<file path="src/rtl/parking_pkg.sv">
// Shared sizes and the exit FSM state type for the parking exit gate block.
package parking_pkg;

  localparam int SPOTS  = 8;
  localparam int SPOT_W = 3;
  localparam int TIME_W = 8;
  localparam int CNT_W  = 4;

  typedef enum logic [2:0] {
    IDLE  = 3'd0,
    CHECK = 3'd1,
    BILL  = 3'd2,
    GATE  = 3'd3,
    ERR   = 3'd4
  } exit_state_t;

endpackage

</file>
<file path="src/rtl/occupancy_counter.sv">
// Number of occupied and free spots derived straight from the occupancy map.
module occupancy_counter
  import parking_pkg::*;
(
  input  logic [SPOTS-1:0] occupancy,
  output logic [3:0]       parked,
  output logic [3:0]       empty
);

  logic [3:0] count;

  // Population count of the occupancy bits; free spots are the remainder.
  always_comb begin
    count = 4'd0;
    for (int i = 0; i < SPOTS; i++) begin
      count = count + {3'b000, occupancy[i]};
    end
    parked = count;
    empty  = 4'(SPOTS) - count;
  end

endmodule

</file>
<file path="src/rtl/exit_gate_controller.sv">
// Parking exit gate controller: tracks per-spot entry times, validates exit
// tokens, bills the parked duration and drives the exit barrier.
//
//   state | meaning
//   ------+--------------------------------------------------------------
//   IDLE  | waiting for exit_req; token and time stamp latched on request
//   CHECK | decoded spot looked up in the occupancy map
//   BILL  | duration computed, spot freed, exit_ack pulsed on leaving
//   GATE  | barrier held open; down-counter runs to terminal count zero
//   ERR   | token pointed at a free spot; exit_err pulsed on leaving
module exit_gate_controller
  import parking_pkg::*;
#(
  parameter int GATE_CYCLES = 4
)
(
  input  logic              clk,
  input  logic              rst_n,
  input  logic              entry_valid,
  input  logic [SPOT_W-1:0] entry_spot,
  input  logic              exit_req,
  input  logic [SPOT_W-1:0] exit_token,
  input  logic [SPOT_W-1:0] pattern,
  input  logic [TIME_W-1:0] time_now,
  output logic              busy,
  output logic              exit_ack,
  output logic              exit_err,
  output logic              entry_err,
  output logic              gate_open,
  output logic [TIME_W-1:0] time_total,
  output logic [SPOTS-1:0]  occupancy,
  output logic [3:0]        parked,
  output logic [3:0]        empty
);

  localparam logic [CNT_W-1:0] GATE_LOAD = CNT_W'(GATE_CYCLES);

  exit_state_t       state_q, state_d;
  logic [SPOT_W-1:0] spot_q;
  logic [TIME_W-1:0] tout_q;
  logic [CNT_W-1:0]  gate_cnt_q;
  logic [SPOTS-1:0]  occ_q, occ_d;
  logic [TIME_W-1:0] time_in_q [SPOTS];
  logic              entry_ok;
  logic              entry_clash;
  logic              exit_accept;

  // Entries are judged against the registered map, so a clash with the spot
  // being billed this edge still reports entry_err.
  assign entry_clash = entry_valid &  occ_q[entry_spot];
  assign entry_ok    = entry_valid & ~occ_q[entry_spot];
  assign exit_accept = (state_q == IDLE) & exit_req;

  // State register.
  always_ff @(posedge clk or negedge rst_n) begin
    if (!rst_n) begin
      state_q <= IDLE;
    end else begin
      state_q <= state_d;
    end
  end

  // Next-state decode.
  always_comb begin
    state_d = state_q;
    case (state_q)
      IDLE:    if (exit_req) state_d = CHECK;
      CHECK:   state_d = occ_q[spot_q] ? BILL : ERR;
      BILL:    state_d = GATE;
      GATE:    if (gate_cnt_q == '0) state_d = IDLE;
      ERR:     state_d = IDLE;
      default: state_d = IDLE;
    endcase
  end

  // Exit request capture, billing, gate timer and registered pulses.
  always_ff @(posedge clk or negedge rst_n) begin
    if (!rst_n) begin
      spot_q     <= '0;
      tout_q     <= '0;
      gate_cnt_q <= '0;
      time_total <= '0;
      exit_ack   <= 1'b0;
      exit_err   <= 1'b0;
      entry_err  <= 1'b0;
      gate_open  <= 1'b0;
    end else begin
      if (exit_accept) begin
        spot_q <= exit_token ^ pattern;
        tout_q <= time_now;
      end
      if (state_q == BILL) begin
        time_total <= tout_q - time_in_q[spot_q];
        gate_cnt_q <= GATE_LOAD;
      end else if ((state_q == GATE) && (gate_cnt_q != '0)) begin
        gate_cnt_q <= gate_cnt_q - 1'b1;
      end
      exit_ack  <= (state_q == BILL);
      exit_err  <= (state_q == ERR);
      entry_err <= entry_clash;
      gate_open <= (state_q == GATE) && (gate_cnt_q != '0);
    end
  end

  // Next occupancy: accepted entry sets its bit, billing clears the exit spot.
  always_comb begin
    occ_d = occ_q;
    if (entry_ok) occ_d[entry_spot] = 1'b1;
    if (state_q == BILL) occ_d[spot_q] = 1'b0;
  end

  // Occupancy map register.
  always_ff @(posedge clk or negedge rst_n) begin
    if (!rst_n) begin
      occ_q <= '0;
    end else begin
      occ_q <= occ_d;
    end
  end

  // Entry time stamps, written only for accepted entries.
  always_ff @(posedge clk or negedge rst_n) begin
    if (!rst_n) begin
      for (int i = 0; i < SPOTS; i++) time_in_q[i] <= '0;
    end else if (entry_ok) begin
      time_in_q[entry_spot] <= time_now;
    end
  end

  assign busy      = (state_q != IDLE);
  assign occupancy = occ_q;

  occupancy_counter u_occupancy_counter (
    .occupancy (occ_q),
    .parked    (parked),
    .empty     (empty)
  );

endmodule

</file>
<file path="config.mk">
export PLATFORM = sky130hd
export DESIGN_NAME = exit_gate_controller
export DESIGN_NICKNAME = d
export VERILOG_FILES = /design/src/rtl/parking_pkg.sv /design/src/rtl/occupancy_counter.sv /design/src/rtl/exit_gate_controller.sv
export SDC_FILE = /design/constraint.sdc
export NUM_CORES = 1
export LEC_CHECK = 0
export CORE_MARGIN = 2
export CORE_UTILIZATION = 57
export DETAILED_ROUTE_END_ITERATION = 6
export PLACE_DENSITY = 0.83
export REMOVE_ABC_BUFFERS = 1
export SYNTH_ARGS = -nofsm -noshare
export SYNTH_HDL_FRONTEND = slang
export SYNTH_SLANG_ARGS = --single-unit
</file>
<file path="constraint.sdc">
create_clock -name clk -period 4.3 [get_ports clk]
set_input_delay 0.645 -clock clk [delete_from_list [all_inputs] [get_ports clk]]
set_output_delay 0.645 -clock clk [all_outputs]
set_load 0.05 [all_outputs]
</file>
==> impl_metrics.yaml <==
logic_synthesis:
  ys_seq_area_share_pct: 50.5
  yosysMostFrequentCell: "dfrtp_1"
  syn_area_um2: 5050
  synth_top_area_share_pct: 50.5
  yosys-top-cells-area: "dfrtp_1, mux2_2, mux4_2, ha_1, fa_1"
  avgSynthCellArea_um2: 13.5
  yosysUniqueCellTypes: 47
  synth-main-ff-cell: "dfrtp_1"
  async_flop_share_pct: 100
  synthCells: 374
  synth_edf_count: 0
  ys_ff_latch: 102
  yosys.area.top_type: "dfrtp_1"
  synth_top_cells_by_count: "dfrtp_1, mux2_2, inv_1"
  yosysWarnings: 0
grt:
  antenna_found_initial: 0
  overflow: 0
  grt_use_total_pct: 22.3
  grt_pass1_wl_um: 16900
  grt_start_max_net_pins: 76
  grt_pass1_vias: 3310
placed_design:
  hpwl_um: 7190
  port_buffers: 49
  pre_cts_ws_ns: 0.366
  place.gp.congestion: 0.803
sta:
  setup_violations: 0
  setup_ws_ns: 0.0884
  grt_setup_unrepaired: "yes"
  holdWs_ns: 0.411
  period_minus_slack_ns: 4.21
  finalHoldViolations: 0
  max_slew_margin_pct: 29.6
  fmax_ghz: 0.237
  worst_pin_slew_ns: 1.05
  timing.final.crit_share_pct: 97.9
  finalClockSkew_ns: 0.00747
  slew_viol_final: 0
final_layout:
  finish.utilization_pct: 68.1
  multi_input_area_um2: 2350
  nFillCells: 624
  fin_nets: 466
  num_antenna_cells: 0
  seqCellArea_um2: 2550
  area_growth_pct: 17.0
  drive_gt1_share_pct: 29.8
drt:
  drtAntennaViolNets: 0
  dr.pass1.iters: 4
  drc: 0
  viasPerCell: 5.87
  wl_per_cell_um: 18.9
  wl_um: 10200
  vias: 3175
  dr.first_iter.drc_count: 220
clocking:
  ctsHoldBuffers: 0
  cts_max_path_buffers: 2
  cts_sinks: 102
  clk_latency_ns: 0.36
  cts_buffers: 9
  clockRootBuffer: "clkbuf_8"
  cts_tree: "built"
  ctsHtreeMaxLevel: 3
  cts.clk_slew.worst_paths_ns: 0.09
worst_setup_path:
  cp-end-kind: "primary output"
  r2r_end: "time_total[6]"
  cp-start-kind: "flop"
  crit_required_ns: 3.65
  cp_data_arrival_time_ns: 3.57
  r2r_start: "spot_q[0]"
  worstSetupPathType: "flop to primary output"
  rrSetupSlack_ns: 1.16
  cp_max_fo: 3
  reg2reg_depth: 11
floorplan:
  ios: 50
  design.die.area_um2: 9640
  start_util_pct: 58.2
  fp.dieW_um: 98.2
  die_y_um: 98.2
  core_area_um2: 8680
  rows: 34
hold_path:
  worstHoldPathType: "primary input to async pin"
run:
  max_cap_violations: 0
run_status:
  status: "complete, no violations"
area by class of cell:
type,instances,share of cell area [%]
Clock buffer,11,2.39
Clock inverter,5,1.38
Inverter,24,1.52
Multi-Input combinational cell,234,39.7
Sequential cell,102,43.2
Tap cell,108,2.29
Timing Repair Buffer,57,9.54
cell families (layout without fill, tap and decap cells):
| kind of cell | Yosys count | after routing | share of synthesized area, % |
|---|---|---|---|
| compound gates | 43 | 43 | 5.45 |
| xor+xnor | 12 | 12 | 2.08 |
| fa+ha+maj | 17 | 17 | 4.95 |
| buf+inv | 38 | 97 | 3.34 |
| flops | 102 | 102 | 50.5 |
| mux | 99 | 99 | 25.8 |
| simple gates | 63 | 63 | 7.85 |
flip-flops by register name, indices dropped and copies added (netlist names):
signal      flops
state_q         3
spot_q          3
occupancy       8
gate_cnt_q      4
gate_open       1
time_in_q      64
exit_ack        1
time_total      8
tout_q          8
entry_err       1
exit_err        1
placed cells by master (no fill, tap or decap), types with 2 or more instances in the layout:
cell | netlist | layout
buf_4 | 3 | 11
o32a_1 | 4 | 4
o21ai_0 | 16 | 16
nand2_1 | 21 | 21
ha_1 | 12 | 11
nor2b_1 | 5 | 5
nand2b_1 | 6 | 6
inv_1 | 24 | 24
o21a_1 | 2 | 2
clkdlybuf4s50_1 | 0 | 42
mux4_2 | 18 | 18
nor4_4 | 2 | 2
bufinv_16 | 0 | 2
a21oi_1 | 9 | 9
dfrtp_1 | 102 | 102
nand3_1 | 3 | 3
mux2i_1 | 9 | 9
xnor2_1 | 8 | 7
and3_1 | 2 | 2
buf_12 | 0 | 2
o22a_1 | 3 | 3
nor3_4 | 3 | 3
clkbuf_8 | 0 | 10
mux2_2 | 71 | 71
fa_1 | 5 | 5
nor2_1 | 8 | 8
xor2_1 | 4 | 4
nor3_2 | 3 | 4
nor3b_1 | 2 | 2
worst max-delay path by stage:
stage | end | slack (ns) | startpoint | cells past startpoint
floorplan | empty[3] | -0.72 | occupancy[1] | 10
global placement | parked[1] | 0.45 | occupancy[0] | 8
detailed placement | parked[1] | 0.37 | occupancy[0] | 8
CTS | empty[3] | 0.04 | occupancy[0] | 10
global route | empty[3] | -0.04 | occupancy[0] | 10
finish | empty[3] | 0.09 | occupancy[0] | 10
metal layers:
| layer | vias up | GRT usage (%) | routed length (µm) |
|---|---|---|---|
| met2 | 83 | 38.1 | 5370 |
| met3 | 18 | 4.08 | 520 |
| met4 | 0 | 6.85 | 171 |
| li1 | 1451 | - | - |
| met5 | - | 0 | 0 |
| met1 | 1623 | 29.2 | 4180 |
critical path, cell delays in order (launching register included):
cell	delay, ns
dfrtp_1	0.40
ha_1	0.28
inv_1	0.05
fa_1	0.49
fa_1	0.43
fa_1	0.37
inv_1	0.10
fa_1	0.47
nor3_2	0.20
xor2_1	0.25
buf_12	0.17
timing repair:
action                                  in CTS  in global routing
gates cloned                                 0                  0
endpoints found under the setup margin       2                  3
setup buffers                                0                  1
resized for setup                            2                  3
pin swaps                                    1                  1
through the flow:
| step | std cells | cell area (µm²) | setup TNS, ns |
|---|---|---|---|
| 6_report | 541 | 5910 | 0 |
| 5_1_grt | 541 | 5910 | -0.0390 |
| 4_1_cts | 540 | 5890 | 0 |
| 3_5_place_dp | 524 | 5670 | 0 |
| 3_3_place_gp | 524 | 5670 | 0 |
| 2_1_floorplan | 360 | 4980 | -1.31 |
Power is not shown: default switching activity piles up to over one toggle a cycle in this logic, so the estimate is an artifact.
